## src/rtl/wrt_ptr_full.sv

```systemverilog
// Write-side pointer and flag logic for an asynchronous FIFO: Gray/binary write
// pointer, full/almost-full detection, fill level and a sticky overflow flag.
module wrt_ptr_full #(
    parameter int ADDR_WIDTH = 7,
    parameter int AF_THRESH  = 120
) (
    input  logic                  wrt_clk,
    input  logic                  wrt_rst,
    input  logic                  wrt_en,
    input  logic [ADDR_WIDTH:0]   wq2_rd_ptr,
    input  logic                  wrt_ovf_clr,
    output logic [ADDR_WIDTH:0]   wrt_ptr,
    output logic [ADDR_WIDTH-1:0] wrt_addr,
    output logic                  wrt_inc,
    output logic                  wrt_full,
    output logic                  wrt_almost_full,
    output logic [ADDR_WIDTH:0]   wrt_level,
    output logic                  wrt_ovf
);

    localparam int PW = ADDR_WIDTH + 1;

    logic [PW-1:0] wbin;
    logic [PW-1:0] wbin_next;
    logic [PW-1:0] wgray_next;
    logic [PW-1:0] rbin;
    logic [PW-1:0] level_next;
    logic [PW-1:0] full_cmp;
    logic          full_next;
    logic          af_next;

    // Reset term keeps the memory strobe quiet while the pointers are held at zero.
    assign wrt_inc    = wrt_en & ~wrt_full & ~wrt_rst;
    assign wbin_next  = wbin + PW'(wrt_inc);
    assign wgray_next = wbin_next ^ (wbin_next >> 1);
    assign wrt_addr   = wbin[ADDR_WIDTH-1:0];

    always_comb begin
        rbin = '0;
        for (int i = 0; i < PW; i++) begin
            rbin[i] = ^(wq2_rd_ptr >> i);
        end
    end

    // Full when write pointer is exactly one lap ahead of the synchronized read pointer.
    assign full_cmp   = {~wq2_rd_ptr[PW-1:PW-2], wq2_rd_ptr[PW-3:0]};
    assign full_next  = (wgray_next == full_cmp);
    assign level_next = wbin_next - rbin;
    assign af_next    = (level_next >= PW'(AF_THRESH));

    always_ff @(posedge wrt_clk or posedge wrt_rst) begin
        if (wrt_rst) begin
            wbin            <= '0;
            wrt_ptr         <= '0;
            wrt_full        <= 1'b0;
            wrt_almost_full <= 1'b0;
            wrt_level       <= '0;
        end else begin
            wbin            <= wbin_next;
            wrt_ptr         <= wgray_next;
            wrt_full        <= full_next;
            wrt_almost_full <= af_next;
            wrt_level       <= level_next;
        end
    end

    // A dropped write outranks a clear in the same cycle.
    always_ff @(posedge wrt_clk or posedge wrt_rst) begin
        if (wrt_rst) begin
            wrt_ovf <= 1'b0;
        end else if (wrt_en && wrt_full) begin
            wrt_ovf <= 1'b1;
        end else if (wrt_ovf_clr) begin
            wrt_ovf <= 1'b0;
        end
    end

endmodule

```

## config.mk

```make
export PLATFORM = sky130hd
export DESIGN_NAME = wrt_ptr_full
export DESIGN_NICKNAME = d
export VERILOG_FILES = /design/src/rtl/wrt_ptr_full.sv
export SDC_FILE = /design/constraint.sdc
export NUM_CORES = 1
export LEC_CHECK = 0
export ABC_AREA = 1
export BUFFER_PORTS_ARGS = -buffer_cell sky130_fd_sc_hd__buf_2
export CORE_ASPECT_RATIO = 2
export CORE_UTILIZATION = 53
export DETAILED_ROUTE_END_ITERATION = 8
export GPL_TIMING_DRIVEN = 0
export PLACE_DENSITY = 0.8
export SETUP_SLACK_MARGIN = 0.05
export SLEW_MARGIN = 10
export SYNTH_ARGS = -nofsm -noshare
export SYNTH_HDL_FRONTEND = slang
export SYNTH_SLANG_ARGS = --single-unit
```

## constraint.sdc

```tcl
create_clock -name wrt_clk -period 2.81 [get_ports wrt_clk]
set_input_delay 0.4215 -clock wrt_clk [delete_from_list [all_inputs] [get_ports wrt_clk]]
set_output_delay 0.4215 -clock wrt_clk [all_outputs]
set_load 0.005 [all_outputs]
```

# == Word-level counts from Yosys, hierarchy flattened ==
# Cells that the tools add are included.
# word_totals
ff_bits,27
inputBits,12
output_inout_bits,27
# op_classes
addsub,2
magnitude_cmp,1
eq_ne,1
n_mux,2
n_bitwise,6
n_reduce_logical,10
# op_table
op,n
XOR reduction 8 bit,8
adder 8 x 1 -> 8 bit,1
equality test 8 bit,1
"greater-or-equal comparator 8 x 7 -> 1 bit, second input constant",1
subtractor 8 bit,1
bitwise XOR 8 x 7 -> 8 bit,1
AND 1 bit,2
two-way mux 1 bit,2
NOT 1 bit,2
NOT 2 bit,1
nonzero test 2 bit,1
logical AND 1 bit,1

# == Logic depth before layout (Yosys ltp) ==
# logic_depth
word_depth,6
depth_mapped,20
depth_no_buf,20

# == Worst setup path after synthesis ==
# OpenSTA, ideal clock, no wires.
# synth_timing
path_kind,in2reg
start,input port wrt_rst
end,register wrt_almost_full
arrival_time_ns,2.936
slack_ns,-0.243
stages,20
path_cell_list,inv_1 > nand2_1 > nor2_1 > ha_1 > nand2_1 > nor2_1 > nand2_1 > nor2_2 > nand2_1 > nand2_1 > inv_1 > ha_1 > inv_1 > o21bai_1 > a21oi_1 > nand2_1 > nand2_1 > nand2_2 > nand2_1 > nand2_1
# synth_via
elab_chain_cells,5
# synth_lines
element,line_no,rtl
"start, declared",8,"input logic wrt_rst,"
NOT 1 bit,33,assign wrt_inc = wrt_en & ~wrt_full & ~wrt_rst;
AND 1 bit,33,
named net wrt_inc,14,"output logic wrt_inc,"
adder 8 x 1 -> 8 bit,34,assign wbin_next = wbin + PW'(wrt_inc);
named net wbin_next[5],24,logic [PW-1:0] wbin_next;
subtractor 8 bit,48,assign level_next = wbin_next - rbin;
named net level_next[6],27,logic [PW-1:0] level_next;
greater-or-equal comparator 8 x 7 -> 1 bit,49,assign af_next = (level_next >= PW'(AF_THRESH));
named net af_next,30,logic af_next;
"end signal, assigned",62,wrt_almost_full <= af_next;
"end, declared",16,"output logic wrt_almost_full,"
# The timed path passes the listed nets, and every way through them passes these cells.
# A chain may end at the register's enable or synchronous reset.

# == Worst setup path in the final report ==
# layout_timing
start,input port wq2_rd_ptr[6]
end,register wrt_almost_full
# layout_via
elab_chain_cells,3
elab_cells_between_ends,9
classes_between,add/sub (1); order compare (1); reduce/logical (7)
# layout_lines
element,line_no,rtl
"start, declared",10,"input logic [ADDR_WIDTH:0] wq2_rd_ptr,"
XOR reduction 8 bit,41,rbin[i] = ^(wq2_rd_ptr >> i);
subtractor 8 bit (*),48,
greater-or-equal comparator 8 x 7 -> 1 bit (*),49,
named net af_next,30,
# The timed path passes the listed nets; every way through them passes the cells marked *.

==> metrics.yaml <==
status:
  status: "finished clean"
critical_path:
  critPathBufInv: 2
  startpoint: "wq2_rd_ptr[6]"
  worst_ep_required_time_ns: 2.97
  crit_path_end_kind: "flop"
  reg2reg_from: "wrt_full"
  crit_cells: 17
  slowest_stage_cell_crit_path: "sky130_fd_sc_hd__xor2_2"
  crit_path_max_fanout: 5
  cpMostUsedCell: "sky130_fd_sc_hd__nand2_1"
  cp_top_family: "simple AND/OR/NAND/NOR gates"
  critPathArrivalTime_ns: 2.66
  reg2reg_slack_ns: 0.33
  worst-r2r-cell-count: 18
  timing.critical_path.from_type: "primary input"
  criticalPathCategory: "in2reg"
  critPathMaxStageDelay_ns: 0.29
  crit_path_cell_trace: "buf_2, inv_1, nand2_1, nand2_2, xor2_1, xor2_2, xor2_2, ha_1, a21o_1, nand2_1, nand2_1, nand3_1, nand2_1, nand2_1, nand3b_1, nand2_1, nand2_1"
  cp-endpoint: "wrt_almost_full"
  r2r_end: "wrt_almost_full"
routing:
  detail_route.vias_per_cell: 4.98
  route.final.wire_length_um: 3320
  vias: 1355
  detailedRoute.firstPassIterationCount: 4
  drc: 0
  route.detailed.wl_per_inst_um: 12.2
  postRouteAntennaNets: 0
  initial_drt_markers: 32
power:
  power_mw: 1.82
  peakVddDrop_uv: 554
  static-leakage-power_nw: 1.10
  power-per-cell-area_nw_per_um2: 948
job:
  cap_violations: 0
clock_network:
  cts-root-to-sink-buffers: 2
  numClockSinks: 26
  ctsRootBufferMaster: "sky130_fd_sc_hd__clkbuf_8"
  tritoncts.num_buffers: 3
  cts.hold.buffers_added: 0
  worstSkewPairLatency_ns: 0.27
  htreeDepth: 1
  path_clk_slew_ns: 0.08
  tritoncts: "yes"
global_routing:
  globalRouteTotalUtil: 0.231
  largest_net_degree_at_the_start_of_global_routing: 14
  first_global_vias: 1299
  number_of_antenna_violations_at_the_first_check_in_global_routing: 0
  gr-total-overflow: 0
  grt_first_pass_wirelength_um: 5200
finish:
  final_cell_mix: "sky130_fd_sc_hd__nand2_1, sky130_fd_sc_hd__buf_2, sky130_fd_sc_hd__inv_1"
  final_net_count: 266
  layout_commonest_cell: "sky130_fd_sc_hd__nand2_1"
  utilization: 0.685
  antenna-diode-count: 0
  syn2layout_area_growth_pct: 20.4
  drive_above_1_share: 0.247
timing:
  maxSlewViolCount: 0
  setup-tns-final_ns: 0
  setup_viol: 0
  final.period_utilization: 0.889
  hold_vio_cnt_final: 0
  final_period_minus_worst_setup_slack_ns: 2.50
  timing.slew.headroom: 0.573
  grt_setup_unrepaired: "false"
  max_slew.worst_pin.slew_ns: 0.636
  clock.fmax_ghz: 0.400
  worst_clock_skew_ns: 0.00430
floorplanning:
  die_height_um: 79.6
  floorplan_core_area_sq_um: 2800
  floorplan.die.width_um: 40.8
  rows: 27
  fp.dieArea_sq_um: 3250
  number_of_top_level_design_ports: 39
  floorplan.initialDensity: 0.569
synth:
  syn_inst: 200
  yosys_warnings: 0
  syn-cell-area_sq_um: 1600
  syn_area_per_cell_sq_um: 7.98
  synth-seq-area-share: 0.408
  post_synth_num_cell_types: 22
  synth-seq-cells: 26
  postSynthNetCount: 221
placed_design:
  detailed_place_hpwl_um: 2510
  place.gp.congestion: 0.814
  placement.io_buffers: 38
min_path:
  worstHoldPathType: "in2async"
-- routing by layer --
metal,share of wire,GRT usage
met1,0.36,0.216
met2,0.60,0.452
met3,0.013,0.0167
met4,0.022,0.0800
met5,0,0
-- timing repair --
action                                  in CTS  in global routing
setup buffers                                1                  0
endpoints found under the setup margin       5                  2
hold endpoints to repair                     0                  0
pin swaps                                    0                  1
resized for setup                            0                  5
gates cloned                                 1                  0
-- final cells by class --
cell class	instances	area [sq um]
inverter	35	135
clock buffer	3	41.3
multi-input combinational	139	855
timing repair inverter	1	5.00
sequential	26	651
fill	248	883
tap	29	36.3
timing repair buffer	39	198
-- power by group --
part           leakage [nW]  total (mW)  internal, mW  switching [mW]
sequential            0.305       0.591         0.526          0.0650
combinational         0.774        1.03         0.432           0.593
clock                0.0216       0.204        0.0960           0.108
-- synth_stat cells --
cell type / count / area share
sky130_fd_sc_hd__xor2_1: 18 / 0.099
sky130_fd_sc_hd__a21oi_1: 3 / 0.0094
sky130_fd_sc_hd__nand4_1: 2 / 0.0078
sky130_fd_sc_hd__xnor2_1: 6 / 0.033
sky130_fd_sc_hd__or2_2: 1 / 0.0039
sky130_fd_sc_hd__o21ai_0: 1 / 0.0031
sky130_fd_sc_hd__nand2_2: 5 / 0.020
sky130_fd_sc_hd__a21o_1: 1 / 0.0047
sky130_fd_sc_hd__nand3b_1: 2 / 0.0094
sky130_fd_sc_hd__and2_1: 1 / 0.0039
sky130_fd_sc_hd__nor2_1: 6 / 0.014
sky130_fd_sc_hd__nand3_1: 14 / 0.044
sky130_fd_sc_hd__nor2_2: 1 / 0.0039
sky130_fd_sc_hd__ha_1: 8 / 0.063
sky130_fd_sc_hd__inv_1: 34 / 0.080
sky130_fd_sc_hd__xnor2_2: 1 / 0.010
sky130_fd_sc_hd__nand2_1: 65 / 0.15
sky130_fd_sc_hd__fa_1: 1 / 0.013
sky130_fd_sc_hd__nand3_2: 1 / 0.0063
sky130_fd_sc_hd__o21bai_1: 2 / 0.0094
sky130_fd_sc_hd__inv_2: 1 / 0.0024
sky130_fd_sc_hd__dfrtp_1: 26 / 0.41
-- sequential cells by signal, summed over array words and instances, names as in the netlist --
name,cells
wbin,8
wrt_level,8
wrt_ptr,7
wrt_almost_full,1
wrt_full,1
wrt_ovf,1
-- how the worst min path moves through the flow --
stage             from          to  slack (ns)  cells after the start
2_1_floorplan  wrt_rst     wbin[0]        0.32                      1
3_3_place_gp   wrt_rst  wrt_ptr[6]        0.50                      2
3_5_place_dp   wrt_rst  wrt_ptr[6]        0.51                      2
4_1_cts        wrt_rst  wrt_ptr[2]        0.25                      3
5_1_grt        wrt_rst  wrt_ptr[0]        0.25                      3
6_report       wrt_rst  wrt_ptr[2]        0.23                      3
-- worst register-to-register path, cell delays in order (launching register included) --
cell	delay (ns)
sky130_fd_sc_hd__dfrtp_1	0.42
sky130_fd_sc_hd__nor2_4	0.15
sky130_fd_sc_hd__ha_1	0.19
sky130_fd_sc_hd__nand2_1	0.07
sky130_fd_sc_hd__nor2_2	0.10
sky130_fd_sc_hd__nand2_1	0.12
sky130_fd_sc_hd__nor2_2	0.13
sky130_fd_sc_hd__nand2_1	0.06
sky130_fd_sc_hd__nand2_1	0.12
sky130_fd_sc_hd__inv_1	0.09
sky130_fd_sc_hd__ha_1	0.34
sky130_fd_sc_hd__inv_1	0.08
sky130_fd_sc_hd__o21bai_1	0.08
sky130_fd_sc_hd__a21oi_2	0.12
sky130_fd_sc_hd__nand2_1	0.07
sky130_fd_sc_hd__nand2_1	0.07
sky130_fd_sc_hd__nand2_2	0.05
sky130_fd_sc_hd__nand2_1	0.06
sky130_fd_sc_hd__nand2_1	0.04
-- through the flow --
step	instance area [sq um]	hold slack, ns	worst slack (ns)	std cells
4_1_cts	1890	0.252	0.195	272
2_1_floorplan	1610	0.316	0.0631	200
3_5_place_dp	1840	0.509	-0.484	267
6_report	1920	0.235	0.312	272
3_3_place_gp	1840	0.498	-0.409	267
5_1_grt	1920	0.249	0.0541	272
-- kinds of logic after synthesis --
family / count (synthesis) / share of synthesized area
AOI/OAI and AO/OA: 7 / 0.0267
xor gates and xnor gates: 25 / 0.142
adders and majority gates: 9 / 0.0753
buffers and inverters: 35 / 0.0823
DFF: 26 / 0.408
and+or+nand+nor: 98 / 0.266
Power figures use the tool's default switching activity.
